===== config.mk =====
export PLATFORM = sky130hd
export DESIGN_NAME = serial_frame_rx
export DESIGN_NICKNAME = d
export VERILOG_FILES = /design/src/rtl/serial_frame_rx.sv
export SDC_FILE = /design/constraint.sdc
export NUM_CORES = 1
export LEC_CHECK = 0
export CORE_MARGIN = 2
export CORE_UTILIZATION = 39
export DETAILED_ROUTE_END_ITERATION = 12
export GPL_ROUTABILITY_DRIVEN = 0
export PLACE_DENSITY = 0.59
export SYNTH_ARGS = -nofsm -noshare
export SYNTH_HDL_FRONTEND = slang
export SYNTH_SLANG_ARGS = --single-unit

===== constraint.sdc =====
create_clock -name clk -period 1.8 [get_ports clk]
set_clock_uncertainty 0.15 [all_clocks]
set_input_delay 0.18 -clock clk [delete_from_list [all_inputs] [get_ports clk]]
set_output_delay 0.18 -clock clk [all_outputs]
set_load 0.01 [all_outputs]

===== src/rtl/serial_frame_rx.sv =====
// rtl/serial_frame_rx.sv - start/data/stop serial frame receiver with registered outputs
module serial_frame_rx #(
    parameter int DATA_W = 4
) (
    input  logic              clk,
    input  logic              rst,
    input  logic              bit_en,
    input  logic              ser_in,
    output logic [DATA_W-1:0] data_out,
    output logic              data_valid,
    output logic              frame_err,
    output logic              busy
);

    // Counter only needs to reach DATA_W-1; it is cleared on leaving DATA so it never wraps.
    localparam int CNT_W = (DATA_W > 2) ? $clog2(DATA_W) : 1;

    typedef enum logic [1:0] {
        IDLE = 2'd0,
        DATA = 2'd1,
        STOP = 2'd2
    } state_t;

    state_t             state, state_nxt;
    logic [CNT_W-1:0]   cnt, cnt_nxt;
    logic [DATA_W-1:0]  sr, sr_nxt;
    logic [DATA_W-1:0]  data_out_nxt;
    logic               data_valid_nxt;
    logic               frame_err_nxt;

    // State, datapath and output registers; busy is registered from the next state so it tracks state exactly.
    always_ff @(posedge clk) begin
        if (rst) begin
            state      <= IDLE;
            cnt        <= '0;
            sr         <= '0;
            data_out   <= '0;
            data_valid <= 1'b0;
            frame_err  <= 1'b0;
            busy       <= 1'b0;
        end else begin
            state      <= state_nxt;
            cnt        <= cnt_nxt;
            sr         <= sr_nxt;
            data_out   <= data_out_nxt;
            data_valid <= data_valid_nxt;
            frame_err  <= frame_err_nxt;
            busy       <= (state_nxt != IDLE);
        end
    end

    // Next-state and next-output logic; everything holds unless a bit strobe arrives.
    always_comb begin
        state_nxt      = state;
        cnt_nxt        = cnt;
        sr_nxt         = sr;
        data_out_nxt   = data_out;
        data_valid_nxt = 1'b0;
        frame_err_nxt  = 1'b0;
        if (bit_en) begin
            case (state)
                IDLE: begin
                    if (!ser_in) begin
                        state_nxt = DATA;
                        cnt_nxt   = '0;
                    end
                end
                DATA: begin
                    // LSB arrives first, so shifting in at the top leaves it at bit 0 after DATA_W samples.
                    sr_nxt = {ser_in, sr[DATA_W-1:1]};
                    if (cnt == CNT_W'(DATA_W - 1)) begin
                        state_nxt = STOP;
                        cnt_nxt   = '0;
                    end else begin
                        cnt_nxt = cnt + CNT_W'(1);
                    end
                end
                STOP: begin
                    state_nxt = IDLE;
                    if (ser_in) begin
                        data_out_nxt   = sr;
                        data_valid_nxt = 1'b1;
                    end else begin
                        frame_err_nxt = 1'b1;
                    end
                end
                default: begin
                    state_nxt = IDLE;
                    cnt_nxt   = '0;
                end
            endcase
        end
    end

endmodule


* After elaboration in Yosys (flattened, before gate mapping)
Cells that the tools add are included.
Storage, ports and cells: bits in registers 15, input port bits 4, output and inout bits 7, word-level logic and storage cells 29
Operators by class: add/sub/neg operators 1, equal/unequal tests 4, muxes and demuxes 9, bitwise gates (word level) 2, reductions and logical operators 6
Operator list (number):
- $mux W2 | 5
- $pmux W2 S3 | 1
- $reduce_and A3 Y1 | 2
- $eq A2 B2 Y1 const B | 2
- $pmux W2 S2 | 1
- $reduce_or A3 Y1 | 1
- $add A2 B1 Y2 const B | 1
- $eq A2 B1 Y1 const B | 1
- $logic_not A2 Y1 | 1
- $mux W1 | 2
- $ne A2 B2 Y1 const B | 1
- $not A1 Y1 | 2
- $reduce_and A2 Y1 | 1
- $reduce_bool A2 Y1 | 1

* Longest topological paths before layout
Gate-level depths: netlist (run 1).
word-level depth 5, gate-level depth with buffers 4, gate-level depth less buffers 4

* Worst setup path after synthesis (run 1)
Ideal clock, no wire load.
path kind register -> register, start reg state[1], end reg cnt[0], library setup time 0.066 ns, data arrival time 1.024 ns, data required time 1.584 ns, slack 0.559 ns, stages on the path, launching flop included 5, path buffers 1, clock period less this slack 1.241 ns, cell sequence dfxtp_1 -> buf_6 -> nand3b_4 -> or3_1 -> a21oi_2
Between the ends: longest elaborated chain between the ends 3, elaborated cells between the ends (all ways) 7, classes of those cells eq/ne: 3; mux: 1; bitwise: 1; reduce/logical: 2
RTL lines:
- start, declared | RTL line 24 | state_t state, state_nxt;
- start signal, assigned | RTL line 42 | state <= state_nxt;
- $logic_not A2 Y1 / $eq A2 B2 Y1 (equally long branches) | RTL line 61 | case (state)
- $ne A2 B2 Y1 (no source line) / $not A1 Y1 (equally long branches)
- $reduce_and A3 Y1 (no source line)
- end signal, assigned | RTL line 43 | cnt <= cnt_nxt;
- end, declared | RTL line 25 | logic [CNT_W-1:0] cnt, cnt_nxt;
Parallel ways exist; a longest one is shown, timed or not. A chain may end at the register's enable or synchronous reset.

* Final worst setup path (run 1)
start reg data_out[2], end out data_out[2]
RTL lines:
- start, declared | RTL line 9 | output logic [DATA_W-1:0] data_out,
- start signal, assigned | RTL line 45 | data_out <= data_out_nxt;
No word-level cell between the ends.

==> metrics.yaml, run 1 <==
postCtsHoldBufs: 0
fmax_ghz: 0.667
timing.hold.ws_ns: 0.356
ys_async_sr_fraction_pct: 0
hold_viol_final: 0
ys_warn_count: 0
htree_levels: 1
hold_start: "sr[0]$_SDFFE_PP0P_"
port_buffers: 10
grt_pass1_wl_mm: 1.79
slowest_stage: "clkdlybuf4s50_1"
die_width_um: 43.8
slowest_delay_ns: 0.54
p_per_area_nw_per_um2: 766
setup_violations: 0
dieArea_um2: 1920
cts_tree: "yes"
r2r_slack_ns: 0.47
start_util_pct: 41.5
whs_path_depth: 2
worstPathCellList: "clkdlybuf4s50_1"
worstPathArrival_ns: 1.17
crit_path_end_kind: "output pin"
drc_errors: 0
clock_latency_ns: 0.28
max_slew_margin_pct: 78.0
whs_endpoint: "sr[0]$_SDFFE_PP0P_"
status: "finished, final reports clean"
ios: 11
rr_worst_depth: 4
cap_viol_max_count: 0
drv_slew: 0
antenna_cells: 0
hp-class: "reg -> reg"
cts_sinks: 15
num-nets-final: 76
cts_max_path_buffers: 2
setup_tns_ns: 0
syn_nets: 63
yosys-top-cells-area: "dfxtp_1 (49%), mux2i_1 (13%), nor2_1 (6.1%), nand3b_4 (3.2%), nand4b_2 (2.4%)"
min_period_over_period_pct: 83.3
area_growth_pct: 22.1
finalCriticalPeriod_ns: 1.50
synth_ff_type: "dfxtp_1"
cts_root_buf: "clkbuf_4"
netlist_instances: 58
cp_num_cells: 1
yosysSeqAreaShare_pct: 48.6
rows: 14
cp_top_family: "buffers and inverters"
first_pass_iters: 2
cts_resized: 0
critPathRequiredTime_ns: 1.47
post_cts_buffers: 0
grt.overflow.total: 0
fp.dieH_um: 43.8
drive_gt1_share_pct: 15.7
r2r-end: "cnt[1]$_SDFFE_PP0P_"
rsz0062_at_grt: "false"
synthTopCellsByCount: "dfxtp_1 (15), nor2_1 (10), mux2i_1 (8)"
drt-initial-drc-count: 2
synth_top_area_share_pct: 48.6
numCtsBuffers: 3
yosysUniqueCellTypes: 24
dp_hpwl_um: 710
crit_buf_inv: 1
core_um2: 1490
antenna_found_initial: 0
track_usage_pct: 13.3
postSynthAreaPerCell_um2: 10.7
grt_pass1_vias: 430
path_clk_slew_ns: 0.09
ys_ff_latch: 15
vias: 432
synth_area_leader_cell: "dfxtp_1"
grt_max_degree: 10
crit_type: "reg -> out"
critPathLaunchType: "flop"
drt-total-wl_um: 993
nFillCells: 140
peakVddDrop_mv: 0.389
wl_per_cell_um: 11.5
crit_path_max_fanout: 2
p_leak_uw: 0.000355
yosysMostFrequentCell: "dfxtp_1"
final_antenna_net_count: 0
viasPerCell: 5.02
syn_area_um2: 618
worst_pin_slew_ns: 0.329
synth_edf_count: 0
finalPower_uw: 578
r2r_start: "state[1]$_SDFF_PP0_"
## cells by family after synthesis
| family | count (synthesis) | share of synthesized area, % |
|---|---|---|
| buffers and inverters | 5 | 4.86 |
| and+or+nand+nor | 20 | 20.9 |
| muxes | 8 | 13.0 |
| AOI/OAI and AO/OA | 9 | 10.7 |
| adders and majority gates | 1 | 2.02 |
| DFF | 15 | 48.6 |
## report_power, final
part           switching, µW  internal [µW]
sequential              5.28            337
clock                    111           82.4
combinational           20.2           22.7
total                    136            442
## registers in the layout (all words and copies together) (netlist names)
signal      cells
busy            1
cnt             2
data_out        4
data_valid      1
frame_err       1
sr              4
state           2
## cells in the final DEF, fill, tap and decap left out, drive strengths merged
cell,count
a21bo,1
a21oi,3
a2bb2oi,1
a31o,1
buf,2
clkbuf,3
clkdlybuf4s50,10
clkinv,1
dfxtp,15
ha,1
inv,1
mux2i,8
nand2,1
nand3b,1
nand4b,2
nor2,10
nor2b,1
nor3b,2
o21ai,1
o21bai,2
or2b,1
or3,1
or3b,1
## routing by layer
| layer | share of wire [%] | vias up | track usage (%) |
|---|---|---|---|
| met5 | 0 | - | 0 |
| met1 | 54 | 197 | 15.9 |
| met4 | 3.3 | 0 | 10.9 |
| li1 | - | 222 | - |
| met2 | 38 | 9 | 19.7 |
| met3 | 4.3 | 4 | 3.75 |
## final cells by class
class / count / area (µm²) / share of cell area [%]
inverter: 1 / 3.75 / 0.498
clock buffer: 3 / 22.5 / 2.99
tap: 16 / 20.0 / 2.65
multi-input combinational: 38 / 288 / 38.1
sequential: 15 / 300 / 39.8
clock inverter: 1 / 5.00 / 0.663
timing repair buffer: 12 / 115 / 15.3
## stage by stage
stage | instance area [µm²] | utilization [%] | setup WS [ns] | std cells
after floorplan | 618 | - | 0.559 | 58
after global placement | 727 | 48.8 | 0.109 | 82
after detailed placement | 727 | 48.8 | 0.108 | 82
after CTS | 754 | 50.7 | 0.289 | 86
after global routing | 754 | 50.7 | 0.231 | 86
final | 754 | 50.7 | 0.300 | 86
## worst max path at each step
stage | endpoint | from
6_report | data_out[2] | data_out[2]$_SDFFE_PP0P_
5_1_grt | data_out[2] | data_out[2]$_SDFFE_PP0P_
4_1_cts | data_out[2] | data_out[2]$_SDFFE_PP0P_
3_5_place_dp | state[0]$_SDFF_PP0_ | bit_en
3_3_place_gp | state[0]$_SDFF_PP0_ | bit_en
2_1_floorplan | cnt[0]$_SDFFE_PP0P_ | state[1]$_SDFF_PP0_
Power figures use the tool's default switching activity.
==> run 2, diff against run 1 <==
==> constraint.sdc (replaced) <==
create_clock -name clk -period 1.4 [get_ports clk]
set_clock_uncertainty 0.15 [all_clocks]
set_input_delay 0.14 -clock clk [delete_from_list [all_inputs] [get_ports clk]]
set_output_delay 0.14 -clock clk [all_outputs]
set_load 0.01 [all_outputs]
==> run 2 against run 1 <==
  * Clock power is 26% higher
  * Combinational power is 47% higher
  * Die area stayed put
  * Non-clock buffer count increased by 4
  * Design area up 3.0%
  * Largest cell class unchanged
  * Via count rose by 4.9%
  * Wire length is 9.8% higher
  * Global-route usage grew 0.34 points
  * Cell count increased by 4.7%
  * Hold slack got worse by 0.0098 ns
  * First-iteration DRC count rose to 2.5 times the previous value
  * Sequential share of layout area is 0.99 points lower
==> metrics.yaml, run 2 (synthesis gave the netlist of run 1 again) <==
status: "finished, final reports clean"
worst_pin_slew_ns: 0.280  # -0.0493 ns
antenna_cells: 0  # unchanged
final_cell_mix: "dfxtp_1 (14), nor2_1 (10), mux2i_1 (8)"
core_um2: 1490  # unchanged
critPathRequiredTime_ns: 1.48  # about the same
path_clk_slew_ns: 0.09  # about the same
num-nets-final: 80  # +5.3%
placedInstanceArea_um2: 757  # +4.1%
hold_viol_final: 0  # unchanged
setup_violations: 0  # unchanged
grt_max_degree: 10  # unchanged
drt-initial-drc-count: 5  # +3
drc_errors: 0  # unchanged
dp_hpwl_um: 790  # +11%
timing.hold.ws_ns: 0.346  # -0.00978 ns
max_slew_margin_pct: 81.3  # +3.3 points
min_period_over_period_pct: 92.7
worstPathArrival_ns: 1.38  # +0.21 ns
crit_type: "in -> reg"
critPathLaunchType: "primary input"
viasPerCell: 5.03  # +0.20%
reg.largest.list: "data_out (4), sr (4)"
vias: 453  # +4.9%
hp-class: "reg -> reg"
first_pass_iters: 3  # +1
dieArea_um2: 1920  # unchanged
grt.overflow.total: 0  # unchanged
multi_input_area_um2: 288  # unchanged
cts_sinks: 15  # unchanged
die_width_um: 43.8  # unchanged
area_growth_pct: 25.7
cap_viol_max_count: 0  # unchanged
worst_slack_ns: 0.102  # -0.198 ns
port_buffers: 10  # unchanged
p_leak_uw: 0.000407  # +15%
finalInstanceArea_um2: 777  # +3.0%
final_antenna_net_count: 0  # unchanged
grt_pass1_vias: 417  # -3.0%
start_util_pct: 41.5  # unchanged
cts_root_buf: "clkbuf_4"
crit_path_max_fanout: 6  # +4
numCtsBuffers: 3  # unchanged
p_per_area_nw_per_um2: 960  # +25%
htree_levels: 1  # unchanged
ios: 11  # unchanged
seq_area_um2: 302  # +0.42%
cts_max_path_buffers: 2  # unchanged
fp.dieH_um: 43.8  # unchanged
wl_per_cell_um: 12.1  # +4.9%
antenna_found_initial: 0  # unchanged
post_cts_buffers: 0  # unchanged
pre_cts_ws_ns: -0.196  # -0.304 ns
clock_latency_ns: 0.29  # about the same
peakVddDrop_mv: 0.481  # +24%
final_common_cell: "dfxtp_1"
nFillCells: 149  # +6.4%
crit_path_end_kind: "flop"
drive_gt1_share_pct: 21.6  # +5.9 points
fmax_ghz: 0.770
cts_tree: "yes"
finalCriticalPeriod_ns: 1.30
track_usage_pct: 13.7  # +0.34 points
drv_slew: 0  # unchanged
grt_pass1_wl_mm: 1.87  # +4.2%
drt-total-wl_mm: 1.09  # +9.8%
rows: 14  # unchanged
rsz0062_at_grt: "false"
-- run 2: repair_timing --
| action | 4_1_cts | 5_1_grt |
|---|---|---|
| resized for setup | 7 | 1 |
| endpoints found under the setup margin | 7 | 1 |
| hold buffers | 0 | 0 |
-- run 2: where the power goes --
| part | switching, µW | internal [µW] | total [µW] |
|---|---|---|---|
| combinational | 28.5 | 34.5 | 63.0 |
| sequential | 6.69 | 433 | 440 |
| clock | 138 | 106 | 244 |
| total | 173 | 574 | 746 |
-- run 2: path summary, 6_finish.rpt --
| path | start | end | slack, ns | cells past startpoint |
|---|---|---|---|---|
| worst max-delay path | bit_en | state[0]$_SDFF_PP0_ | 0.10 | 4 |
| worst min-delay path | data_out[0]$_SDFFE_PP0P_ | data_out[0]$_SDFFE_PP0P_ | 0.35 | 2 |
| worst max register to register | state[0]$_SDFF_PP0_ | data_out[2]$_SDFFE_PP0P_ | 0.10 | 3 |
| worst min register to register | data_out[0]$_SDFFE_PP0P_ | data_out[0]$_SDFFE_PP0P_ | 0.35 | 2 |
-- run 2: metal layers --
layer / global-route usage, % / share of wire, % / routed length, µm / vias up
li1: - / - / - / 234
met1: 17.2 / 46 / 503 / 207
met2: 20.0 / 46 / 501 / 10
met3: 6.67 / 6.7 / 73 / 2
met4: 5.45 / 1.1 / 12 / 0
met5: 0 / 0 / 0 / -
-- run 2: per-stage QoR --
stage / setup TNS [ns] / util, % / cells / total power (µW)
2_1_floorplan: 0 / - / 58 / 484
3_3_place_gp: -1.52 / 50.8 / 86 / 513
3_5_place_dp: -1.88 / 50.8 / 86 / 514
4_1_cts: 0 / 52.1 / 90 / 760
5_1_grt: 0 / 52.2 / 90 / 789
6_report: 0 / 52.2 / 90 / 746
-- run 2: layout make-up --
cell class	instances	area share, %
Sequential cell	15	38.8
Multi-Input combinational cell	38	37.0
Timing Repair Buffer	16	17.6
Clock buffer	3	2.90
Tap cell	16	2.58
Clock inverter	1	0.644
Inverter	1	0.483
-- run 2: worst max-delay path, cell delays in order --
cell	delay, ns
clkdlybuf4s50_1	0.62
or3b_1	0.40
a2bb2oi_1	0.14
nor2_1	0.08
==> run 3, diff against run 2 <==
--- a/config.mk
+++ b/config.mk
@@ -5,11 +5,11 @@
 export SDC_FILE = /design/constraint.sdc
 export NUM_CORES = 1
 export LEC_CHECK = 0
-export CORE_MARGIN = 2
-export CORE_UTILIZATION = 39
+export CORE_AREA = 2 2 39 41
 export DETAILED_ROUTE_END_ITERATION = 12
+export DIE_AREA = 0 0 41 43
 export GPL_ROUTABILITY_DRIVEN = 0
-export PLACE_DENSITY = 0.59
+export PLACE_DENSITY = 0.69
 export SYNTH_ARGS = -nofsm -noshare
 export SYNTH_HDL_FRONTEND = slang
 export SYNTH_SLANG_ARGS = --single-unit
==> run 3 against run 2 <==
  * Highest routed layer is now met3
  * Clock-buffer cell count is the same
  * Flip-flop and latch count is the same
  * Wire length fell by 11%
  * Register-to-register slack barely moved
  * Largest power group unchanged
  * Worst setup slack got worse by 0.030 ns
  * Largest cell class unchanged
  * Power down 1.3%
  * Maximum frequency is 2.2% lower
  * Combinational power shrank 5.4%
  * Design area fell by 1.1%
  * Non-clock buffer count shrank 1
  * Sequential share of layout area rose by 0.28 points
==> metrics.yaml, run 3 (synthesis gave the netlist of run 1 again) <==
dieArea_um2: 1760  # -8.1%
critPathLaunchType: "primary input"
drc_errors: 0  # unchanged
final_antenna_net_count: 0  # unchanged
r2r_slack_ns: 0.11  # about the same
antenna_found_initial: 0  # unchanged
path_clk_slew_ns: 0.09  # about the same
dp_hpwl_um: 728  # -7.9%
nFillCells: 120  # -19%
placed_cells: 85  # -1.2%
peakVddDrop_mv: 0.661  # +37%
p_per_area_nw_per_um2: 958  # -0.21%
cts_sinks: 15  # unchanged
seq_area_um2: 300  # -0.41%
grt_max_degree: 10  # unchanged
drive_gt1_share_pct: 19.2  # -2.4 points
cts_max_path_buffers: 2  # unchanged
hp-class: "reg -> reg"
setup_violations: 0  # unchanged
clock_latency_ns: 0.28  # about the same
status: "finished, final reports clean"
min_period_over_period_pct: 94.8  # +2.1 points
setup_tns_ns: 0  # unchanged
start_util_pct: 44.7  # +3.2 points
vias: 445  # -1.8%
grt_pass1_vias: 395  # -5.3%
die_width_um: 41  # -6.4%
ios: 11  # unchanged
drt-total-wl_um: 969  # -11%
num-nets-final: 79  # -1.3%
p_leak_uw: 0.000401  # -1.3%
rows: 14  # unchanged
final_cell_mix: "dfxtp_1 (15), nor2_1 (10), mux2i_1 (8)"
worst_pin_slew_ns: 0.288  # +0.00871 ns
track_usage_pct: 14.5  # +0.84 points
critPathRequiredTime_ns: 1.47  # about the same
core_um2: 1380  # -7.1%
wl_per_cell_um: 10.9  # -10%
fp.dieH_um: 43  # -1.8%
slowest_delay_ns: 0.63  # about the same
numCtsBuffers: 3  # unchanged
cts_root_buf: "clkbuf_4"
final_common_cell: "dfxtp_1"
fmax_ghz: 0.753  # -2.2%
worstPathArrival_ns: 1.40  # +0.02 ns
slowest_stage: "clkdlybuf4s50_1"
viasPerCell: 5.00  # -0.66%
cts_tree: "yes"
drv_slew: 0  # unchanged
port_buffers: 10  # unchanged
final_util_pct: 55.5  # +3.3 points
first_pass_iters: 4  # +1
multi_input_area_um2: 288  # unchanged
htree_levels: 1  # unchanged
drt-initial-drc-count: 1  # -4
rsz0062_at_grt: "false"
crit_path_max_fanout: 8  # +2
max_slew_margin_pct: 80.7  # -0.62 points
hold_viol_final: 0  # unchanged
cap_viol_max_count: 0  # unchanged
grt.overflow.total: 0  # unchanged
finalCriticalPeriod_ns: 1.33  # +0.0297 ns
grt_pass1_wl_mm: 1.66  # -11%
worst_slack_ns: 0.0722  # -0.0297 ns
area_growth_pct: 24.3
antenna_cells: 0  # unchanged
worstPathCellList: "clkdlybuf4s50_1 > or3b_1 > a2bb2oi_1 > nor2_1"
layoutNonFillerInstCount: 89  # -1.1%
pre_cts_ws_ns: -0.210  # -0.0143 ns
crit_path_end_kind: "flop"
reg.largest.list: "data_out (4), sr (4)"
crit_type: "in -> reg"
==> run 3: cell count changes in the layout (fill, tap and decap cells not counted) <==
cell | before | now
dfxtp_2 | 1 | 0
dfxtp_1 | 14 | 15
buf_4 | 6 | 5
==> run 3: where the power goes <==
group | internal, µW | switching, µW | total [µW]
Clock | 106 | 131 | 237
Sequential | 433 | 6.49 | 439
Combinational | 32.7 | 26.8 | 59.6
Total | 572 | 165 | 736
==> run 3: metal layers <==
metal | part of all wire [%] | GRT usage (%) | up-vias | wire, µm
met5 | 0 | 0 | - | 0
met3 | 6.6 | 9.42 | 0 | 64
li1 | - | - | 227 | -
met1 | 48 | 17.6 | 207 | 463
met2 | 46 | 20.6 | 11 | 442
met4 | 0 | 4.00 | 0 | 0
==> run 3: final cells by class <==
cell class                 count  share of cell area [%]
inverter                       1                   0.489
tap                           16                    2.61
multi-input combinational     38                    37.5
timing repair buffer          15                    16.8
sequential                    15                    39.1
clock inverter                 1                   0.651
clock buffer                   3                    2.93
==> run 3: per-stage QoR <==
stage | cell area, µm² | hold WS, ns | power [µW]
2_1_floorplan | 618 | 0.134 | 484
3_3_place_gp | 749 | 0.325 | 510
3_5_place_dp | 749 | 0.332 | 510
4_1_cts | 768 | 0.350 | 747
5_1_grt | 768 | 0.388 | 775
6_report | 768 | 0.344 | 736
==> run 3: critical path, delay by kind of cell <==
family,cells,cell delay (ns)
AND/OR/NAND/NOR,2,0.48
AO/OA/AOI/OAI,1,0.14
buffers and inverters,1,0.63
==> run 3: what timing repair did <==
item                                    CTS  global route
gates resized for setup                   7             0
setup buffers                             0             0
endpoints found under the setup margin    7             0
hold buffers                              0             0
==> run 3: path summary, 6_finish.rpt <==
| kind | startpoint | endpoint | cells after the start |
|---|---|---|---|
| min | data_out[0]$_SDFFE_PP0P_ | data_out[0]$_SDFFE_PP0P_ | 2 |
| max | bit_en | state[0]$_SDFF_PP0_ | 4 |
| max reg2reg | state[1]$_SDFF_PP0_ | sr[3]$_SDFFE_PP0P_ | 4 |
| min reg2reg | data_out[0]$_SDFFE_PP0P_ | data_out[0]$_SDFFE_PP0P_ | 2 |
